`config.mk`:
```
export PLATFORM = sky130hd
export DESIGN_NAME = div_ctrl
export DESIGN_NICKNAME = d
export VERILOG_FILES = /design/src/rtl/div_ctrl_pkg.sv /design/src/rtl/div_ctrl_step.sv /design/src/rtl/div_ctrl.sv
export SDC_FILE = /design/constraint.sdc
export NUM_CORES = 1
export LEC_CHECK = 0
export ABC_AREA = 1
export BUFFER_PORTS_ARGS = -buffer_cell sky130_fd_sc_hd__buf_2
export CORE_MARGIN = 5
export CORE_UTILIZATION = 49
export CTS_CLUSTER_SIZE = 20
export DETAILED_ROUTE_END_ITERATION = 8
export HOLD_SLACK_MARGIN = 0.05
export PLACE_DENSITY = 0.68
export SETUP_SLACK_MARGIN = 0.3
export SKIP_LAST_GASP = 1
export SYNTH_ARGS = -nofsm -noshare
export SYNTH_HDL_FRONTEND = slang
export SYNTH_SLANG_ARGS = --single-unit
```
`constraint.sdc`:
```
create_clock -name clk -period 5.3 [get_ports clk]
set_input_delay 1.06 -clock clk [delete_from_list [all_inputs] [get_ports clk]]
set_output_delay 1.06 -clock clk [all_outputs]
set_load 0.03 [all_outputs]
```
`src/rtl/div_ctrl_pkg.sv`:
```
// Shared widths, state encodings and strobe levels for the divide sequencer.
package div_ctrl_pkg;

    localparam int unsigned RegBus       = 32;
    localparam int unsigned DoubleRegBus = 64;
    localparam int unsigned WorkW        = DoubleRegBus + 1;
    localparam int unsigned CntW         = 6;

    localparam logic [RegBus-1:0] ZeroWord = '0;

    localparam logic DivResultReady    = 1'b1;
    localparam logic DivResultNotReady = 1'b0;
    localparam logic DivStart          = 1'b1;
    localparam logic DivStop           = 1'b0;

    typedef enum logic [1:0] {
        DivFree   = 2'b00,
        DivByZero = 2'b01,
        DivOn     = 2'b10,
        DivEnd    = 2'b11
    } div_state_e;

    // Two's complement negate when neg is set, pass-through otherwise.
    function automatic logic [RegBus-1:0] cond_neg(input logic neg, input logic [RegBus-1:0] v);
        return neg ? (~v + RegBus'(1)) : v;
    endfunction

endpackage

```
`src/rtl/div_ctrl_step.sv`:
```
// One restoring shift-subtract iteration on the {partial remainder, dividend} register.
module div_step
    import div_ctrl_pkg::*;
(
    input  logic [WorkW-2:0]  work,
    input  logic [RegBus-1:0] divisor,
    output logic [WorkW-1:0]  next
);

    logic [RegBus:0] trial;

    assign trial = {1'b0, work[WorkW-2:RegBus]} - {1'b0, divisor};

    // trial[RegBus] is the borrow: on borrow the remainder is kept and a 0 shifted in.
    always_comb begin
        if (trial[RegBus]) begin
            next = {work, 1'b0};
        end else begin
            next = {trial[RegBus-1:0], work[RegBus-1:0], 1'b1};
        end
    end

endmodule

```
`src/rtl/div_ctrl.sv`:
```
// Multi-cycle 32-bit DIV/DIVU sequencer with pipeline stall request.
// Optional: define DIV_EARLY_OUT_EN to short-cut a zero dividend through the BYZERO path.
module div_ctrl
    import div_ctrl_pkg::*;
(
    input  logic                    clk,
    input  logic                    rst,
    input  logic                    start_i,
    input  logic                    annul_i,
    input  logic                    signed_div_i,
    input  logic [RegBus-1:0]       opdata1_i,
    input  logic [RegBus-1:0]       opdata2_i,
    output logic [DoubleRegBus-1:0] result_o,
    output logic                    ready_o,
    output logic                    stall_req_o
);

    div_state_e              state_q, state_d;
    logic [CntW-1:0]         cnt_q, cnt_d;
    logic [WorkW-1:0]        work_q, work_d;
    logic [RegBus-1:0]       divisor_q, divisor_d;
    logic                    neg_quot_q, neg_quot_d;
    logic                    neg_rem_q, neg_rem_d;
    logic [DoubleRegBus-1:0] result_q, result_d;
    logic                    ready_q, ready_d;

    logic [WorkW-1:0]  step_next;
    logic [RegBus-1:0] abs1, abs2;
    logic              zero_path;

    div_step u_step (
        .work    (work_q[WorkW-2:0]),
        .divisor (divisor_q),
        .next    (step_next)
    );

    assign abs1 = cond_neg(signed_div_i & opdata1_i[RegBus-1], opdata1_i);
    assign abs2 = cond_neg(signed_div_i & opdata2_i[RegBus-1], opdata2_i);

`ifdef DIV_EARLY_OUT_EN
    assign zero_path = (opdata2_i == ZeroWord) || (opdata1_i == ZeroWord);
`else
    assign zero_path = (opdata2_i == ZeroWord);
`endif

    assign stall_req_o = start_i & ~annul_i & (state_q != DivEnd);
    assign result_o    = result_q;
    assign ready_o     = ready_q;

    always_ff @(posedge clk) begin
        if (rst) begin
            state_q    <= DivFree;
            cnt_q      <= '0;
            work_q     <= '0;
            divisor_q  <= '0;
            neg_quot_q <= 1'b0;
            neg_rem_q  <= 1'b0;
            result_q   <= '0;
            ready_q    <= DivResultNotReady;
        end else begin
            state_q    <= state_d;
            cnt_q      <= cnt_d;
            work_q     <= work_d;
            divisor_q  <= divisor_d;
            neg_quot_q <= neg_quot_d;
            neg_rem_q  <= neg_rem_d;
            result_q   <= result_d;
            ready_q    <= ready_d;
        end
    end

    always_comb begin
        state_d    = state_q;
        cnt_d      = cnt_q;
        work_d     = work_q;
        divisor_d  = divisor_q;
        neg_quot_d = neg_quot_q;
        neg_rem_d  = neg_rem_q;
        result_d   = result_q;
        ready_d    = ready_q;

        case (state_q)
            DivFree: begin
                result_d = '0;
                ready_d  = DivResultNotReady;
                if (start_i == DivStart && !annul_i) begin
                    work_d     = {ZeroWord, abs1, 1'b0};
                    divisor_d  = abs2;
                    neg_quot_d = signed_div_i & (opdata1_i[RegBus-1] ^ opdata2_i[RegBus-1]);
                    neg_rem_d  = signed_div_i & opdata1_i[RegBus-1];
                    cnt_d      = '0;
                    state_d    = zero_path ? DivByZero : DivOn;
                end
            end
            DivByZero: begin
                if (annul_i) begin
                    state_d = DivFree;
                end else begin
                    state_d  = DivEnd;
                    result_d = '0;
                    ready_d  = DivResultReady;
                end
            end
            DivOn: begin
                if (annul_i) begin
                    state_d  = DivFree;
                    result_d = '0;
                    ready_d  = DivResultNotReady;
                end else begin
                    work_d = step_next;
                    cnt_d  = cnt_q + CntW'(1);
                    // Last iteration: register sign-corrected {remainder, quotient}.
                    if (cnt_q == CntW'(RegBus - 1)) begin
                        state_d  = DivEnd;
                        result_d = {cond_neg(neg_rem_q, step_next[WorkW-1:RegBus+1]),
                                    cond_neg(neg_quot_q, step_next[RegBus-1:0])};
                        ready_d  = DivResultReady;
                    end
                end
            end
            DivEnd: begin
                if (annul_i || start_i == DivStop) begin
                    state_d  = DivFree;
                    result_d = '0;
                    ready_d  = DivResultNotReady;
                end
            end
            default: begin
                state_d  = DivFree;
                result_d = '0;
                ready_d  = DivResultNotReady;
            end
        endcase
    end

endmodule
```
==> summary.txt, run 1 <==
Status
  – Run status: finished, final reports clean

Flow run
  – Max-Cap Viols: 0

STA
  – Final worst-path cycle share: 0.743
  – Final hold vios: 0
  – F_max: 254 MHz
  – Fin Setup TNS: 0 ps
  – Minimum clock period after layout: 3940 ps
  – Setup Skew: 9.71 ps
  – Worst-margin pin slew: 1070 ps
  – Worst rel slew slack: 0.286
  – Pins over their slew limit: 0
  – Unrepaired setup endpoints after global routing: false
  – Final setup violation count: 0

Floorplan
  – Count of standard-cell rows: 58
  – Initial core utilization: 0.497
  – Die area: 28,800 µm²
  – Core Box Area: 25,200 µm²
  – Horiz. Die Dim: 170 µm
  – Boundary pin count: 135
  – Height of the die: 170 µm

Final layout
  – Layout cell share with drive strength beyond 1: 0.118
  – Total non-filler cell area in the finished layout: 13,900 µm²
  – Post-layout utilization of the core: 0.553
  – Number of nets in the final layout: 2,271
  – Area growth from synthesis to final layout: 11.3%

Clocking
  – Number of H-tree levels: 4
  – Post-CTS Setup Bufs: 0
  – Number of clock buffers inserted by TritonCTS: 17
  – Cell at the root of the clock tree: clkbuf_16
  – CTS tree: built
  – Number of sinks driven by the clock tree: 171
  – Clock-pin slew of the registers on the worst-case setup and hold paths: 70 ps
  – Max Root-Sink Buffers: 2
  – Cts repair resizes: 0
  – Hold-fix buffers at CTS: 0
  – Skew-Pair Late Insertion Delay: 440 ps

Routing
  – DR iter-0 viols: 1,184
  – Average wire length per cell after detail routing: 16.3 µm
  – Total length of routed wires: 40,700 µm
  – Via density: 5.41
  – Total iterations of the first detailed-routing run: 6
  – Total DRC errors in the routed layout: 0
  – Antenna viol nets, final: 0
  – Detailed-route via count: 13,500

Global routing
  – Antenna violations before repair: 1
  – Number of global-route vias before repair: 12,400
  – Largest net degree at the start of global routing: 83
  – Global router's overall resource usage: 0.278
  – Overflow after GRT: 0
  – Wire length of the first global-routing pass: 64,800 µm

Placement
  – HPWL reported at the end of detailed placement: 31,500 µm
  – Port Buf Inserts: 134
  – Placement-stage cell area: 13,400 µm²
  – Final GP Congestion: 0.994

Synthesis
  – Post-synthesis average cell area: 6.05 µm²
  – Post-synth EDFFs: 0
  – Summed instance area of the synthesized netlist: 12,500 µm²
  – Area share of the largest cell type after synthesis: 0.274
  – Cell count after synthesis: 2,068
  – Largest cells by area after synthesis: dfxtp_1 (27%), nand2_1 (17%), a21oi_1 (8.9%)
  – Seq cells post-synth: 171
  – Syn. warnings: 0
  – Syn_nets: 2,180
  – Flip-flop cell with the highest count after synthesis: dfxtp_1
  – Number of different library cells in the post-synthesis netlist: 50
  – Fraction of registers with async set/reset: 0
  – Most area-hungry cell type in the Yosys netlist: dfxtp_1
  – Seq/Total Area, Yosys: 0.274

Setup path
  – Required time reported for the critical path endpoint: 5660 ps
  – Worst Reg-to-Reg Cells: 23
  – Data arrival at the endpoint of the critical path: 4300 ps
  – Crit. End Element: flop
  – Classification of the worst setup path: flop to flop
  – Endpoint of the lowest-slack register-to-register path: result_o[28]$_SDFFE_PP0P_
  – Origin of the worst setup path: divisor_q[18]$_SDFFE_PP0P_
  – Reg2Reg Launch Point: divisor_q[18]$_SDFFE_PP0P_
  – Top fanout value on the critical path: 15
  – Element type at the critical path start: flop
  – Register-to-register setup slack: 1360 ps

Power
  – Maximum ir drop on the vdd rail: 0.000268 V
  – Power per cell area: 431 nW/µm²
  – LEAKAGE: 6.95 nW

Worst hold path
  – Critical hold path startpoint: result_o[0]$_SDFFE_PP0P_
  – End point of the most critical hold path: result_o[0]$_SDFFE_PP0P_
  – Class of the tightest hold or removal check: flop to flop
  – Hold Path Cell Cnt: 2
[placed cells by master (no fill, tap or decap), types with 6 or more instances in the layout]
cell / Yosys / layout
nand2_1: 576 / 576
inv_1: 275 / 275
a21oi_1: 222 / 220
dfxtp_1: 171 / 171
nor2_1: 171 / 170
o21ai_0: 140 / 140
nand3_1: 134 / 134
buf_2: 6 / 133
ha_1: 42 / 42
xor2_1: 41 / 41
nand2_2: 27 / 27
nor3_1: 26 / 26
nand4_1: 22 / 22
xnor2_1: 20 / 20
clkbuf_16: 0 / 17
or2_2: 16 / 16
buf_4: 0 / 14
o21ai_1: 11 / 11
o211ai_1: 8 / 8
nand3b_1: 8 / 8
nor2_2: 7 / 7
a31oi_1: 7 / 7
inv_2: 6 / 6
nand3_2: 6 / 6
[sequential cells by signal, summed over array words and instances, names as in the netlist]
register    count
ready_o         1
neg_rem_q       1
state_q         2
cnt_q           6
neg_quot_q      1
divisor_q      32
result_o       64
work_q         64
[power breakdown]
part / leakage [nW] / internal (mW) / switching (mW)
logic: 5.30 / 0.942 / 2.20
registers: 1.39 / 1.46 / 0.160
clock network: 0.257 / 0.664 / 0.568
total: 6.95 / 3.07 / 2.93
[logic make-up after synthesis]
kind of cell / after synthesis / share of synthesized area
adder cells (fa/ha/maj): 43 / 0.0436
buffers and inverters: 361 / 0.114
XOR/XNOR: 61 / 0.0427
AND/OR/NAND/NOR: 1016 / 0.349
AO/OA/AOI/OAI: 416 / 0.177
flip-flops: 171 / 0.274
[cell type report]
class / count / area, µm²
multi-input combinational: 1536 / 7690
clock buffer: 20 / 447
timing repair buffer: 147 / 771
antenna: 1 / 2.50
sequential: 171 / 3420
tap: 330 / 413
inverter: 286 / 1070
clock inverter: 11 / 110
fill: 2622 / 11300
[critical path, stage by stage, from the launching register on]
cell,delay (ps)
dfxtp_1,310
inv_1,50
ha_1,370
nand2_2,130
inv_2,30
nand2_1,50
nand2_1,80
nand2_1,70
nand2_1,110
a21oi_4,400
nand2_4,90
inv_2,60
ha_1,150
nand3_1,110
nor3_1,180
nand3_1,130
nor3_1,390
nand4_1,250
nor3_1,300
nor2_1,100
a21oi_1,160
or2_2,130
nand3_1,50
a21oi_1,140
[how the worst max path moves through the flow]
stage,endpoint,slack [ps],depth (start not counted)
detailed placement,result_o[28]$_SDFFE_PP0P_,1460,23
finish,result_o[28]$_SDFFE_PP0P_,1360,23
CTS,result_o[28]$_SDFFE_PP0P_,1410,23
floorplan,result_o[28]$_SDFFE_PP0P_,1990,24
global route,result_o[28]$_SDFFE_PP0P_,910,23
global placement,result_o[28]$_SDFFE_PP0P_,1560,23
[cell usage after synthesis (all sizes together), types with 2 or more instances]
| cell | count |
|---|---|
| clkinv | 5 |
| o211ai | 8 |
| nand4 | 22 |
| a21oi | 226 |
| a211oi | 4 |
| nor2 | 181 |
| or2 | 22 |
| nor4 | 5 |
| nand3b | 8 |
| a221oi | 3 |
| ha | 42 |
| o31ai | 2 |
| xnor2 | 20 |
| dfxtp | 171 |
| inv | 281 |
| nor3 | 28 |
| clkbuf | 56 |
| o21ai | 152 |
| xor2 | 41 |
| o221ai | 5 |
| buf | 19 |
| a31oi | 7 |
| nand3 | 140 |
| a21o | 2 |
| o21bai | 4 |
| nand2 | 608 |
[layer usage]
layer,up-vias,track usage,share of wire
met3,72,0.0448,0.073
met1,6182,0.376,0.44
li1,6822,-,-
met2,448,0.456,0.46
met4,2,0.0830,0.028
met5,-,0,0.00032
[per-stage QoR]
stage / setup WS (ps) / hold WS, ps / std cells / power [mW]
floorplan: 1990 / 452 / 2068 / 3.95
global placement: 1560 / 449 / 2470 / 4.69
finish: 1360 / 463 / 2502 / 6.00
detailed placement: 1460 / 454 / 2470 / 4.72
global route: 909 / 478 / 2501 / 6.48
CTS: 1410 / 465 / 2501 / 5.96
No activity file was read; power rests on OpenSTA's default activity.
==> inputs of run 2 (changes only) <==
--- a/config.mk
+++ b/config.mk
@@ -12,7 +12,7 @@
 export CTS_CLUSTER_SIZE = 20
 export DETAILED_ROUTE_END_ITERATION = 8
 export HOLD_SLACK_MARGIN = 0.05
-export PLACE_DENSITY = 0.68
+export PLACE_DENSITY = 0.71
 export SETUP_SLACK_MARGIN = 0.3
 export SKIP_LAST_GASP = 1
 export SYNTH_ARGS = -nofsm -noshare
==> constraint.sdc (replaced) <==
create_clock -name clk -period 3.2 [get_ports clk]
set_input_delay 0.64 -clock clk [delete_from_list [all_inputs] [get_ports clk]]
set_output_delay 0.64 -clock clk [all_outputs]
set_load 0.03 [all_outputs]
==> summary.txt, run 2 (synthesis gave the netlist of run 1 again) <==
Status
  – Run status: complete, but fails checks (was finished, final reports clean)
  – Violations in the final reports: setup timing

Final layout
  – Most common library cell in the layout ignoring fill and taps: nand2_1 (unchanged)
  – Layout cell share with drive strength beyond 1: 0.282 (was 0.118)
  – Number of nets in the final layout: 2,409 (was 2,271)
  – Layout fillers: 2,200 (was 2,622)
  – Area growth from synthesis to final layout: 32.4% (was 11.3%)
  – Count of inserted antenna diode cells: 0 (was 1)
  – Post-layout utilization of the core: 0.658 (was 0.553)
  – Commonest cells after routing, fill and taps aside: nand2_1 (498), inv_1 (252), a21oi_1 (197), nor2_1 (141), dfxtp_1 (141) (was nand2_1 (576), inv_1 (275), a21oi_1 (220), dfxtp_1 (171), nor2_1 (170))

Setup path
  – Classification of the worst setup path: flop to flop (unchanged)
  – Register-to-register setup slack: -90 ps (was 1360 ps)
  – Crit path cell chain: inv_2 -> ha_4 -> nand2_2 -> nand2_2 -> inv_2 -> nor2_1 -> nor2_1 -> nand2_2 -> a21oi_4 -> nand2_8 -> inv_4 -> ha_4 -> nand3_4 -> nor3_4 -> nand3_2 -> nor3_2 -> nand4_1 -> nor3_4 -> buf_4 -> a21oi_2 -> o21ai_1 -> a21o_1 -> a21oi_1 (was inv_1 -> ha_1 -> nand2_2 -> inv_2 -> nand2_1 -> nand2_1 -> nand2_1 -> nand2_1 -> a21oi_4 -> nand2_4 -> inv_2 -> ha_1 -> nand3_1 -> nor3_1 -> nand3_1 -> nor3_1 -> nand4_1 -> nor3_1 -> nor2_1 -> a21oi_1 -> or2_2 -> nand3_1 -> a21oi_1)
  – Crit-path leading delay family: simple AND/OR/NAND/NOR gates (unchanged)
  – Worst Reg-to-Reg Cells: 23 (unchanged)
  – Element type at the critical path start: flop (unchanged)
  – Bufs and invs on worst path: 4 (was 3)
  – Cell with the most instances on the worst path: nand2_2 (was nand2_1)
  – Data arrival at the endpoint of the critical path: 3600 ps (was 4300 ps)
  – Top fanout value on the critical path: 3 (was 15)
  – Required time reported for the critical path endpoint: 3510 ps (was 5660 ps)
  – Highest cell delay on the worst timing path: 340 ps (was 400 ps)
  – Slowest library cell on the worst path: dfxtp_2 (was a21oi_4)
  – Crit. End Element: flop (unchanged)
  – Reg2Reg Launch Point: divisor_q[29]$_SDFFE_PP0P_ (was divisor_q[18]$_SDFFE_PP0P_)
  – Endpoint of the lowest-slack register-to-register path: result_o[24]$_SDFFE_PP0P_ (was result_o[28]$_SDFFE_PP0P_)

Global routing
  – Antenna violations before repair: 0 (was 1)
  – Number of global-route vias before repair: 13,400 (was 12,400)
  – Global router's overall resource usage: 0.296 (was 0.278)
  – Overflow after GRT: 0 (unchanged)
  – Largest net degree at the start of global routing: 83 (unchanged)
  – Wire length of the first global-routing pass: 68,800 µm (was 64,800 µm)

STA
  – Unrepaired setup endpoints after global routing: true (was false)
  – F_max: 304 MHz (was 254 MHz)
  – Setup Skew: 13.3 ps (was 9.71 ps)
  – Minimum clock period after layout: 3290 ps (was 3940 ps)
  – Hold slack final: 464 ps (was 463 ps)
  – Final worst-path cycle share: 1.03 (was 0.743)
  – Final setup violation count: 6 (was 0)
  – Worst-margin pin slew: 946 ps (was 1070 ps)
  – Post-route setup slack: -90.7 ps (was 1360 ps)
  – Pins over their slew limit: 0 (unchanged)
  – Worst rel slew slack: 0.369 (was 0.286)
  – Final hold vios: 0 (unchanged)

Floorplan
  – Initial core utilization: 0.497 (unchanged)
  – Height of the die: 170 µm (unchanged)
  – Count of standard-cell rows: 58 (unchanged)
  – Boundary pin count: 135 (unchanged)
  – Horiz. Die Dim: 170 µm (unchanged)
  – Core Box Area: 25,200 µm² (unchanged)
  – Die area: 28,800 µm² (unchanged)

Clocking
  – Cell at the root of the clock tree: clkbuf_16 (unchanged)
  – Number of clock buffers inserted by TritonCTS: 17 (unchanged)
  – CTS tree: built (unchanged)
  – Max Root-Sink Buffers: 2 (unchanged)
  – Skew-Pair Late Insertion Delay: 450 ps (was 440 ps)
  – Number of H-tree levels: 4 (unchanged)
  – Number of sinks driven by the clock tree: 171 (unchanged)
  – Hold-fix buffers at CTS: 0 (unchanged)
  – Clock-pin slew of the registers on the worst-case setup and hold paths: 80 ps (was 70 ps)

Routing
  – Total length of routed wires: 45,900 µm (was 40,700 µm)
  – Total DRC errors in the routed layout: 0 (unchanged)
  – Average wire length per cell after detail routing: 17.4 µm (was 16.3 µm)
  – Via density: 5.53 (was 5.41)
  – Detailed-route via count: 14,600 (was 13,500)
  – Total iterations of the first detailed-routing run: 5 (was 6)
  – Antenna viol nets, final: 0 (unchanged)
  – DR iter-0 viols: 1,583 (was 1,184)

Power
  – LEAKAGE: 8.01 nW (was 6.95 nW)
  – Maximum ir drop on the vdd rail: 0.000743 V (was 0.000268 V)
  – Power per cell area: 751 nW/µm² (was 431 nW/µm²)

Worst hold path
  – Hold Path Cell Cnt: 2 (unchanged)
  – Class of the tightest hold or removal check: flop to flop (unchanged)
  – End point of the most critical hold path: result_o[57]$_SDFFE_PP0P_ (was result_o[0]$_SDFFE_PP0P_)
  – Critical hold path startpoint: result_o[57]$_SDFFE_PP0P_ (was result_o[0]$_SDFFE_PP0P_)

Placement
  – HPWL reported at the end of detailed placement: 32,300 µm (was 31,500 µm)
  – Port Buf Inserts: 134 (unchanged)
  – Final GP Congestion: 0.976 (was 0.994)
  – Worst slack, placed: -70.5 ps (was 1460 ps)

Flow run
  – Max-Cap Viols: 0 (unchanged)
-- run 2: worst reg2reg max path, cell delays in order, from the launching register on --
cell and delay [ps]:
dfxtp_2 340, inv_2 50, ha_4 260, nand2_2 70, nand2_2 60, inv_2 40
nor2_1 30, nor2_1 150, nand2_2 80, a21oi_4 200, nand2_8 90, inv_4 70
ha_4 140, nand3_4 70, nor3_4 150, nand3_2 110, nor3_2 220, nand4_1 240
nor3_4 290, buf_4 150, a21oi_2 50, o21ai_1 140, a21o_1 100, a21oi_1 60
-- run 2: how the worst max path moves through the flow --
stage | from | to | slack, ps | depth (start not counted)
final | divisor_q[29]$_SDFFE_PP0P_ | result_o[24]$_SDFFE_PP0P_ | -90 | 23
after global routing | divisor_q[29]$_SDFFE_PP0P_ | result_o[28]$_SDFFE_PP0P_ | -260 | 23
after CTS | work_q[32]$_SDFFE_PP0P_ | result_o[61]$_SDFFE_PP0P_ | 140 | 24
after detailed placement | work_q[33]$_SDFFE_PP0P_ | result_o[52]$_SDFFE_PP0P_ | -70 | 24
after global placement | opdata2_i[3] | divisor_q[29]$_SDFFE_PP0P_ | 3 | 13
after floorplan | divisor_q[2]$_SDFFE_PP0P_ | result_o[28]$_SDFFE_PP0P_ | 190 | 25
-- run 2: cell type report --
type | instances | area [µm²] | share of cell area
sequential | 171 | 3460 | 0.209
tap | 330 | 413 | 0.0249
inverter | 286 | 1090 | 0.0658
multi-input combinational | 1536 | 8980 | 0.542
timing repair buffer | 285 | 2000 | 0.120
clock buffer | 18 | 429 | 0.0259
clock inverter | 14 | 199 | 0.0120
-- run 2: timing repair --
item,CTS,global route
resized for setup,177,181
gates cloned,2,0
setup endpoints to repair,49,57
buffers inserted,39,39
pin swaps,44,71
-- run 2: where the power goes --
part	internal (mW)	leakage (nW)	total, mW	switching (mW)
Sequential	2.43	1.40	2.72	0.293
Combinational	2.74	6.30	7.43	4.70
Clock	1.27	0.306	2.29	1.02
Total	6.43	8.01	12.4	6.01
-- run 2: routing by layer --
layer / vias up / global-route usage / wire (µm)
li1: 7102 / - / -
met1: 6735 / 0.376 / 19200
met2: 612 / 0.508 / 21700
met3: 148 / 0.0469 / 2930
met4: 0 / 0.105 / 2070
met5: - / 0 / 0
-- run 2: stage by stage --
step / power (mW) / std cells / cell area (µm²) / setup TNS, ps
finish: 12.4 / 2640 / 16600 / -234
global route: 13.2 / 2640 / 16600 / -3510
CTS: 11.3 / 2601 / 15600 / 0
detailed placement: 8.26 / 2528 / 14100 / -202
global placement: 8.21 / 2528 / 14100 / 0
floorplan: 6.64 / 2068 / 12800 / 0
==> inputs of run 3 (changes only) <==
--- a/config.mk
+++ b/config.mk
@@ -9,10 +9,11 @@
 export BUFFER_PORTS_ARGS = -buffer_cell sky130_fd_sc_hd__buf_2
 export CORE_MARGIN = 5
 export CORE_UTILIZATION = 49
+export CTS_BUF_LIST = sky130_fd_sc_hd__clkbuf_8
 export CTS_CLUSTER_SIZE = 20
 export DETAILED_ROUTE_END_ITERATION = 8
 export HOLD_SLACK_MARGIN = 0.05
-export PLACE_DENSITY = 0.71
+export PLACE_DENSITY = 0.68
 export SETUP_SLACK_MARGIN = 0.3
 export SKIP_LAST_GASP = 1
 export SYNTH_ARGS = -nofsm -noshare
==> constraint.sdc (replaced) <==
create_clock -name clk -period 3.5 [get_ports clk]
set_input_delay 0.7 -clock clk [delete_from_list [all_inputs] [get_ports clk]]
set_output_delay 0.7 -clock clk [all_outputs]
set_load 0.03 [all_outputs]
==> summary.txt, run 3 (synthesis gave the netlist of run 1 again) <==
Status
  – Run status: finished, final reports clean (was complete, but fails checks)

Power
  – LEAKAGE: 7.47 nW (was 8.01 nW)
  – Maximum ir drop on the vdd rail: 0.000534 V (was 0.000743 V)
  – Power per cell area: 618 nW/µm² (was 751 nW/µm²)

Final layout
  – Area growth from synthesis to final layout: 23.4% (was 32.4%)
  – Layout cell share with drive strength beyond 1: 0.239 (was 0.282)
  – Count of inserted antenna diode cells: 0 (unchanged)
  – Most common library cell in the layout ignoring fill and taps: nand2_1 (unchanged)
  – Number of nets in the final layout: 2,352 (was 2,409)
  – Commonest cells after routing, fill and taps aside: nand2_1 (523), inv_1 (257), a21oi_1 (209), nor2_1 (153), o21ai_0 (134) (was nand2_1 (498), inv_1 (252), a21oi_1 (197), nor2_1 (141), dfxtp_1 (141))
  – Total non-filler cell area in the finished layout: 15,400 µm² (was 16,600 µm²)
  – Post-layout utilization of the core: 0.613 (was 0.658)

Global routing
  – Number of global-route vias before repair: 13,100 (was 13,400)
  – Overflow after GRT: 0 (unchanged)
  – Largest net degree at the start of global routing: 87 (was 83)
  – Antenna violations before repair: 0 (unchanged)
  – Global router's overall resource usage: 0.286 (was 0.296)
  – Wire length of the first global-routing pass: 67,100 µm (was 68,800 µm)

Flow run
  – Max-Cap Viols: 0 (unchanged)

Clocking
  – Cell at the root of the clock tree: clkbuf_8 (was clkbuf_16)
  – Number of sinks driven by the clock tree: 171 (unchanged)
  – Number of clock buffers inserted by TritonCTS: 17 (unchanged)
  – Clock-pin slew of the registers on the worst-case setup and hold paths: 100 ps (was 80 ps)
  – Max Root-Sink Buffers: 2 (unchanged)
  – CTS tree: built (unchanged)
  – Number of H-tree levels: 4 (unchanged)
  – Skew-Pair Late Insertion Delay: 470 ps (was 450 ps)

Placement
  – Placement-stage cell area: 13,700 µm² (was 14,100 µm²)
  – HPWL reported at the end of detailed placement: 32,000 µm (was 32,300 µm)
  – Final GP Congestion: 0.966 (was 0.976)
  – Port Buf Inserts: 134 (unchanged)

Routing
  – Detailed-route via count: 14,000 (was 14,600)
  – Total iterations of the first detailed-routing run: 7 (was 5)
  – Antenna viol nets, final: 0 (unchanged)
  – Via density: 5.43 (was 5.53)
  – DR iter-0 viols: 1,153 (was 1,583)
  – Average wire length per cell after detail routing: 16.5 µm (was 17.4 µm)
  – Total length of routed wires: 42,700 µm (was 45,900 µm)
  – Total DRC errors in the routed layout: 0 (unchanged)

Setup path
  – Highest cell delay on the worst timing path: 330 ps (was 340 ps)
  – Worst Reg-to-Reg Cells: 22 (was 23)
  – Element type at the critical path start: flop (unchanged)
  – Crit-path leading delay family: simple AND/OR/NAND/NOR gates (unchanged)
  – Top fanout value on the critical path: 14 (was 3)
  – Slowest library cell on the worst path: dfxtp_2 (unchanged)
  – Origin of the worst setup path: divisor_q[28]$_SDFFE_PP0P_ (was divisor_q[29]$_SDFFE_PP0P_)
  – Timing endpoint of the critical path: result_o[56]$_SDFFE_PP0P_ (was result_o[24]$_SDFFE_PP0P_)
  – Cell depth of the worst setup path: 22 (was 23)
  – Reg2Reg Launch Point: divisor_q[28]$_SDFFE_PP0P_ (was divisor_q[29]$_SDFFE_PP0P_)
  – Data arrival at the endpoint of the critical path: 3530 ps (was 3600 ps)
  – Crit path cell chain: inv_2 -> ha_2 -> nand2_2 -> nor2_1 -> nand2_1 -> inv_1 -> a21oi_4 -> buf_4 -> buf_8 -> nand3_1 -> nand2_4 -> ha_4 -> nand2_2 -> nor2_4 -> nand3_2 -> nand2_2 -> nand3_4 -> nor2_4 -> nand2_1 -> nand2_1 -> nand3_2 -> a21oi_2 (was inv_2 -> ha_4 -> nand2_2 -> nand2_2 -> inv_2 -> nor2_1 -> nor2_1 -> nand2_2 -> a21oi_4 -> nand2_8 -> inv_4 -> ha_4 -> nand3_4 -> nor3_4 -> nand3_2 -> nor3_2 -> nand4_1 -> nor3_4 -> buf_4 -> a21oi_2 -> o21ai_1 -> a21o_1 -> a21oi_1)
  – Endpoint of the lowest-slack register-to-register path: result_o[56]$_SDFFE_PP0P_ (was result_o[24]$_SDFFE_PP0P_)
  – Bufs and invs on worst path: 4 (unchanged)
  – Crit. End Element: flop (unchanged)
  – Classification of the worst setup path: flop to flop (unchanged)
  – Required time reported for the critical path endpoint: 3900 ps (was 3510 ps)
  – Register-to-register setup slack: 370 ps (was -90 ps)

Floorplan
  – Die area: 28,800 µm² (unchanged)
  – Core Box Area: 25,200 µm² (unchanged)
  – Count of standard-cell rows: 58 (unchanged)
  – Initial core utilization: 0.497 (unchanged)
  – Height of the die: 170 µm (unchanged)
  – Horiz. Die Dim: 170 µm (unchanged)
  – Boundary pin count: 135 (unchanged)

STA
  – Unrepaired setup endpoints after global routing: true (unchanged)
  – Worst rel slew slack: 0.263 (was 0.369)
  – Final setup violation count: 0 (was 6)
  – Final hold vios: 0 (unchanged)
  – Setup Skew: 21.7 ps (was 13.3 ps)
  – Final worst-path cycle share: 0.895 (was 1.03)
  – Fin Setup TNS: 0 ps (was -234 ps)
  – Pins over their slew limit: 0 (unchanged)
  – Worst-margin pin slew: 1110 ps (was 946 ps)
  – F_max: 319 MHz (was 304 MHz)
  – Minimum clock period after layout: 3130 ps (was 3290 ps)

Worst hold path
  – Class of the tightest hold or removal check: flop to flop (unchanged)
-- run 3: per-stage QoR --
stage          instances  hold slack, ps  setup WS, ps  power, mW
4_1_cts             2567             467           217       8.95
2_1_floorplan       2068             452           306       5.99
6_report            2582             467           368       9.55
3_5_place_dp        2512             453         -10.7       7.33
3_3_place_gp        2512             447          94.5       7.28
5_1_grt             2582             494           215       10.3
-- run 3: tightest hold or removal path: stages, from the launching register on --
cell and delay [ps]:
dfxtp_1 320, nand2_1 60, a21oi_1 50
-- run 3: worst min path at each step --
stage,start,endpoint,slack [ps],cells past startpoint
final,result_o[53]$_SDFFE_PP0P_,result_o[53]$_SDFFE_PP0P_,470,2
after global routing,result_o[49]$_SDFFE_PP0P_,result_o[49]$_SDFFE_PP0P_,490,2
after CTS,result_o[11]$_SDFFE_PP0P_,result_o[11]$_SDFFE_PP0P_,470,2
after detailed placement,result_o[11]$_SDFFE_PP0P_,result_o[11]$_SDFFE_PP0P_,450,2
after global placement,result_o[2]$_SDFFE_PP0P_,result_o[2]$_SDFFE_PP0P_,450,2
after floorplan,cnt_q[2]$_SDFFE_PP0P_,cnt_q[2]$_SDFFE_PP0P_,450,2
-- run 3: per-layer routing --
layer  part of all wire  global-route usage  vias to the layer above
met1               0.43               0.376                     6448
met5                  0                   0                        -
met4              0.036               0.106                        0
met2               0.47               0.480                      492
li1                   -                   -                     6995
met3              0.061              0.0402                       98
-- run 3: timing repair --
action / CTS / global route
setup endpoints to repair: 28 / 46
pin swaps: 26 / 60
hold buffers: 0 / 0
gates resized for setup: 86 / 174
gates cloned: 2 / 0
buffers inserted: 22 / 15
-- run 3: final cells by class --
cell class | count | area (µm²)
well taps | 330 | 413
repair buffers | 228 | 1470
clock buffers | 19 | 262
multi-input cells | 1536 | 8650
inverters | 286 | 1080
clock inverters | 12 | 92.6
fillers | 2455 | 9740
flip-flops and latches | 171 | 3470
-- run 3: report_power, final --
part	internal [mW]	switching (mW)
sequential	2.22	0.254
combinational	1.98	3.77
clock	0.531	0.799
total	4.73	4.82
